$ cat src/rtl/tap_bram_arbiter.sv
// Two-requester (config / FIR engine) arbiter for the single-port tap RAM.
// Round-robin grant, range checking, and a two-stage read-return pipeline.
module tap_bram_arbiter #(
    parameter int unsigned ADDR_WIDTH = 12,
    parameter int unsigned BIT_WIDTH  = 32,
    parameter int unsigned DEPTH      = 11
) (
    input  logic                  CLK,
    input  logic                  RST,

    input  logic                  cfg_req,
    input  logic [3:0]            cfg_we,
    input  logic [ADDR_WIDTH-1:0] cfg_addr,
    input  logic [BIT_WIDTH-1:0]  cfg_wdata,
    output logic                  cfg_gnt,
    output logic                  cfg_rvalid,
    output logic [BIT_WIDTH-1:0]  cfg_rdata,
    output logic                  cfg_err,

    input  logic                  eng_req,
    input  logic [3:0]            eng_we,
    input  logic [ADDR_WIDTH-1:0] eng_addr,
    input  logic [BIT_WIDTH-1:0]  eng_wdata,
    output logic                  eng_gnt,
    output logic                  eng_rvalid,
    output logic [BIT_WIDTH-1:0]  eng_rdata,
    output logic                  eng_err,

    input  logic                  eng_busy,

    output logic [3:0]            bram_WE,
    output logic                  bram_EN,
    output logic [BIT_WIDTH-1:0]  bram_Di,
    output logic [ADDR_WIDTH-1:0] bram_A,
    input  logic [BIT_WIDTH-1:0]  bram_Do
);

    localparam int unsigned WORD_AW = ADDR_WIDTH - 2;
    localparam logic [WORD_AW-1:0] DEPTH_W = WORD_AW'(DEPTH);

    typedef enum logic {
        OWN_CFG = 1'b0,
        OWN_ENG = 1'b1
    } owner_t;

    owner_t                  last_gnt;

    // Stage 1: command granted last cycle that still owes a response
    logic                    s1_valid;
    owner_t                  s1_owner;
    logic                    s1_read;
    logic                    s1_oor;

    logic                    cfg_rvalid_q;
    logic                    cfg_err_q;
    logic [BIT_WIDTH-1:0]    cfg_rdata_q;
    logic                    eng_rvalid_q;
    logic                    eng_err_q;
    logic [BIT_WIDTH-1:0]    eng_rdata_q;

    logic                    cfg_elig;
    logic                    eng_elig;
    logic                    pick_eng;
    logic                    any_gnt;
    logic [3:0]              sel_we;
    logic [ADDR_WIDTH-1:0]   sel_addr;
    logic [BIT_WIDTH-1:0]    sel_wdata;
    logic                    sel_inrange;
    logic                    rd_pend;

    // Eligibility, round-robin choice and command mux
    always_comb begin
        cfg_elig    = cfg_req && !((cfg_we != 4'd0) && eng_busy);
        eng_elig    = eng_req;
        pick_eng    = eng_elig && (!cfg_elig || (last_gnt == OWN_CFG));
        any_gnt     = !RST && (cfg_elig || eng_elig);
        cfg_gnt     = any_gnt && !pick_eng;
        eng_gnt     = any_gnt && pick_eng;
        sel_we      = pick_eng ? eng_we    : cfg_we;
        sel_addr    = pick_eng ? eng_addr  : cfg_addr;
        sel_wdata   = pick_eng ? eng_wdata : cfg_wdata;
        sel_inrange = (sel_addr[1:0] == 2'b00) && (sel_addr[ADDR_WIDTH-1:2] < DEPTH_W);
        rd_pend     = s1_valid && s1_read && !s1_oor;
    end

    // BRAM port drive; a read from last cycle keeps EN high so Do stays valid
    always_comb begin
        bram_EN = 1'b0;
        bram_WE = 4'd0;
        bram_A  = '0;
        bram_Di = '0;
        if (any_gnt && sel_inrange) begin
            bram_EN = 1'b1;
            bram_WE = sel_we;
            bram_A  = sel_addr;
            bram_Di = sel_wdata;
        end else if (rd_pend && !RST) begin
            bram_EN = 1'b1;
        end
    end

    always_ff @(posedge CLK) begin
        if (RST) begin
            last_gnt     <= OWN_ENG;
            s1_valid     <= 1'b0;
            s1_owner     <= OWN_CFG;
            s1_read      <= 1'b0;
            s1_oor       <= 1'b0;
            cfg_rvalid_q <= 1'b0;
            cfg_err_q    <= 1'b0;
            cfg_rdata_q  <= '0;
            eng_rvalid_q <= 1'b0;
            eng_err_q    <= 1'b0;
            eng_rdata_q  <= '0;
        end else begin
            if (any_gnt) begin
                last_gnt <= pick_eng ? OWN_ENG : OWN_CFG;
            end
            s1_valid <= any_gnt && ((sel_we == 4'd0) || !sel_inrange);
            s1_owner <= pick_eng ? OWN_ENG : OWN_CFG;
            s1_read  <= (sel_we == 4'd0);
            s1_oor   <= !sel_inrange;

            cfg_rvalid_q <= s1_valid && s1_read && (s1_owner == OWN_CFG);
            eng_rvalid_q <= s1_valid && s1_read && (s1_owner == OWN_ENG);
            cfg_err_q    <= s1_valid && s1_oor && (s1_owner == OWN_CFG);
            eng_err_q    <= s1_valid && s1_oor && (s1_owner == OWN_ENG);

            // Out-of-range reads return zero data alongside the error
            if (s1_valid && s1_read && (s1_owner == OWN_CFG)) begin
                cfg_rdata_q <= s1_oor ? '0 : bram_Do;
            end
            if (s1_valid && s1_read && (s1_owner == OWN_ENG)) begin
                eng_rdata_q <= s1_oor ? '0 : bram_Do;
            end
        end
    end

    // Responses read as zero for the whole reset window, including its first cycle
    always_comb begin
        cfg_rvalid = cfg_rvalid_q && !RST;
        cfg_err    = cfg_err_q && !RST;
        cfg_rdata  = RST ? '0 : cfg_rdata_q;
        eng_rvalid = eng_rvalid_q && !RST;
        eng_err    = eng_err_q && !RST;
        eng_rdata  = RST ? '0 : eng_rdata_q;
    end

endmodule

$ cat config.mk
export PLATFORM = sky130hd
export DESIGN_NAME = tap_bram_arbiter
export DESIGN_NICKNAME = d
export VERILOG_FILES = /design/src/rtl/tap_bram_arbiter.sv
export SDC_FILE = /design/constraint.sdc
export NUM_CORES = 1
export LEC_CHECK = 0
export ABC_AREA = 0
export CAP_MARGIN = 20
export CORE_UTILIZATION = 36
export DETAILED_ROUTE_END_ITERATION = 8
export PLACE_DENSITY = 0.81
export REMOVE_ABC_BUFFERS = 1
export SYNTH_ARGS = -nofsm -noshare
export SYNTH_HDL_FRONTEND = slang
export SYNTH_SLANG_ARGS = --single-unit
$ cat constraint.sdc
create_clock -name CLK -period 1.9 [get_ports CLK]
set_input_delay 0.285 -clock CLK [delete_from_list [all_inputs] [get_ports CLK]]
set_output_delay 0.285 -clock CLK [all_outputs]
set_load 0.05 [all_outputs]
==> flow_summary.rst <==
.. list-table::
   :header-rows: 1

   * - Metric
     - Value
   * - Core area
     - roughly 10000 um2
   * - Initial standard-cell utilization of the core
     - between 30 and 40%
   * - Post-layout net count
     - 891
   * - Portion of netlist area occupied by mux cells
     - 0.557%
   * - CP arrival
     - 2.19 ns
   * - Die height
     - around 100 um
   * - Clock net sink count
     - 73
   * - Buf+Inv Stages, Crit Path
     - 5
   * - Wirelength per Cell
     - approximately 24 um
   * - Result of the run
     - finished with violations
   * - Complex-gate fraction of the synthesized area
     - between 10% and 20%
   * - Detailed-route vias per instance
     - 5.68
   * - Setup violators final
     - 44
   * - Critical-path cell with the highest stage delay
     - or4_4
   * - Initial drt markers
     - roughly 310
   * - Die footprint
     - 11000 um2
   * - Overall overflow remaining after global route
     - 0
   * - VDD IR max
     - 362 uV
   * - Count of boundary I/O pins
     - 252
   * - Synth Area per Inst
     - ~7.8 um2
   * - Data required time at the worst endpoint
     - 1.62 ns
   * - Clock transition at path regs
     - 0.07 ns
   * - Crit-path max FO
     - 5
   * - Kind of path behind the tightest hold check
     - in2reg
   * - Filler cell count
     - 414
   * - Worst hold margin
     - 0.279 ns
   * - Total negative slack for setup checks
     - -17.14 ns
   * - Series of cell instances along the critical path
     - buf_6 -> or4_4 -> a31oi_4 -> buf_6 -> buf_6 -> buf_12 -> nand4_1 -> a21oi_2 -> buf_12
   * - Layout-stage area growth over the synthesis result
     - 140%
   * - Setup repair after global routing missed its margin
     - yes
   * - Worst-Skew Late Latency
     - 0.35 ns
   * - Routed Antenna Nets
     - 0
   * - Number of hold-slack violations in the final timing report
     - 0
   * - Failing checks
     - setup timing
   * - Power density over the cells
     - 420 nW/um2
   * - # port buffers
     - between 200 and 250
   * - Slack of the critical path
     - -0.577 ns
   * - Hold bufs inserted after CTS
     - 0
   * - Setup CP Type
     - in2out
   * - Wire length of the first global-routing pass
     - between 20000 and 30000 um
   * - Fraction of the mapped netlist area in adder cells
     - 0%
   * - Number of levels in the clock H-tree
     - 3
   * - All-layer global routing usage
     - between 30% and 40%
   * - Synth Register Bits
     - between 70 and 80
   * - Distinct cell type count of the synthesized netlist
     - 32
   * - Cell repeated most along the worst path
     - buf_6
   * - Largest buffer count on any clock path
     - 2
   * - Clock tree skew after final layout
     - around 0.008 ns
   * - CTS Buf Count
     - 9
   * - Number of global-route vias before repair
     - 5080
   * - Fraction of the yosys area taken by sequential cells
     - 38.3%
   * - Post-Syn Area
     - 3820 um2
   * - Initial antenna violation count
     - 1
   * - Yosys warns
     - 0
   * - Kind of capture point of the worst setup path
     - output port
   * - Length of the first detailed-routing pass in iterations
     - 4
   * - Pleak
     - 3.27 nW
   * - Gp weighted congestion
     - about 0.90
   * - Clock tree from TritonCTS
     - built
   * - Type of element launching the critical path
     - primary input
   * - Fin util
     - 88.7%
   * - Post-route total power
     - 0.00385 W
   * - Number of violations of the max-capacitance limit
     - 0
   * - Worst stage delay on the critical path
     - 0.58 ns
   * - Remaining routing DRC violations
     - 0
   * - Largest family of logic cells by synthesized area
     - simple AND/OR/NAND/NOR gates
   * - Share of layout cells above drive strength 1
     - 40.6%
   * - Half-perimeter wire length after detailed placement
     - 11700 um
   * - DR vias
     - 5102
   * - Row count
     - 37
   * - Share of the clock period used by the worst path after layout
     - 130%
   * - Final max-slew violation count
     - 0
   * - Final critical delay including setup and external delays
     - 2.48 ns
   * - Critical path's top delay family
     - simple AND/OR/NAND/NOR gates
   * - Cell count after synthesis
     - 487
   * - Final wirelength
     - between 20000 and 25000 um
   * - Post-Place Setup Slack
     - -0.766 ns
   * - Synthesized-area fraction occupied by xor and xnor cells
     - 0%
   * - Master cell of the clock root buffer
     - clkbuf_8
   * - Fmax achieved
     - around 400 MHz
   * - Largest net degree at the start of global routing
     - 55
   * - Width of the chip
     - ~100 um
   * - Simple-Gate Fraction of Synth Area
     - about a third
synthesized netlist by cell type:
master     number  area, um2
a21oi_1        77        385
nand3_1        76        380
dfxtp_1        73       1460
nor2b_1        70        438
nor2_1         41        154
a2bb2oi_1      32        280
nand2b_1       32        200
clkbuf_1       24       90.1
buf_4          12       90.1
buf_2          10       50.1
nor4_1          5       31.3
buf_1           4       15.0
buf_6           4       45.0
nand4_1         4       25.0
and2_1          2       12.5
and3_1          2       12.5
inv_1           2       7.51
nand2_1         2       7.51
o211a_1         2       20.0
a21boi_0        1       7.51
a21boi_1        1       7.51
a31o_2          1       8.76
a31oi_4         1       21.3
conb_1          1       3.75
mux2_2          1       11.3
mux2i_1         1       10.0
nand3b_1        1       7.51
nor3_1          1       5.00
o21ai_1         1       5.00
o21bai_1        1       7.51
or2_2           1       6.26
or4_4           1       11.3
worst register-to-register path, stage by stage, from the launching register on:
cell	delay [ns]
dfxtp_1	0.44
a21boi_4	0.11
a31oi_4	0.20
buf_6	0.13
buf_6	0.13
buf_16	0.14
buf_4	0.13
mux2_2	0.36
a21oi_1	0.17
where the power goes:
part	internal, W	switching [W]	total [W]
Clock	0.000767	0.000569	0.00134
Sequential	0.00155	0.00000930	0.00155
Combinational	0.000487	0.000468	0.000955
Total	0.00280	0.00105	0.00385
state kept, by name, summed over array words and instances, names as in the netlist:
signal and cells:
s1_valid 1, cfg_rdata_q 32, eng_rvalid_q 1, eng_rdata_q 32, cfg_rvalid_q 1, s1_oor 1, last_gnt 1, eng_err_q 1
cfg_err_q 1, s1_owner 1, s1_read 1
metal layers:
metal  GRT usage (%)  wire [um]  vias to the layer above
met4            16.4       1360                        0
met1            35.0       7900                     2444
met5               0          0                        -
met2            55.5      10500                      336
met3            8.42       1920                       98
li1                -          -                     2224
area by class of cell:
type	instances	area [um2]	share of cell area (%)
flip-flops and latches	73	1460	16.0
multi-input cells	365	2950	32.2
diodes	1	2.50	0.0273
inverters	2	7.51	0.0820
clock inverters	3	65.1	0.710
well taps	136	170	1.86
clock buffers	12	145	1.58
repair buffers	307	4360	47.6
worst paths after layout:
kind	startpoint	endpoint	slack [ns]	depth (start not counted)
max	cfg_we[0]	bram_A[4]	-0.58	9
min	RST	s1_read	0.28	2
max reg2reg	last_gnt	s1_valid	0.02	8
min reg2reg	s1_owner	cfg_err_q	0.51	1
cells in the final DEF, fill, tap and decap left out, types with 3 or more instances in the layout:
master	Yosys	routed
clkbuf_8	0	10
buf_4	12	33
buf_6	4	11
buf_16	0	5
a21oi_4	0	21
nand4_1	4	4
nand2b_1	32	32
dlygate4sd2_1	0	14
nand3_2	0	36
conb_1	1	8
dfxtp_1	73	73
nor2_1	41	38
a21oi_1	77	35
clkbuf_16	0	4
nor2b_1	70	69
clkdlybuf4s15_1	0	3
buf_12	0	121
nand3_1	76	21
clkdlybuf4s50_1	0	108
a2bb2oi_1	32	32
a21oi_2	0	21
nor4_4	0	3
nand3_4	0	19
dlymetal6s2s_1	0	3
buf_8	0	3
stage by stage:
stage	std cells	instance area, um2
finish	899	9160
global route	899	9160
CTS	890	8630
detailed placement	851	7590
global placement	851	7590
floorplan	440	3550
cell families (layout without fill, tap and decap cells):
kind of cell    count (synthesis)  in the layout
simple gates                  238            238
compound gates                117            117
flops                          73             73
buf+inv                        56            324
mux                             2              2
other cells                     1              9
repair_timing:
action,in CTS,in global routing
gates resized for setup,144,74
gates cloned,7,5
setup endpoints to repair,45,43
pin swaps,46,18
buffers inserted,18,5
Note: power is estimated with default switching activity, not from simulation.
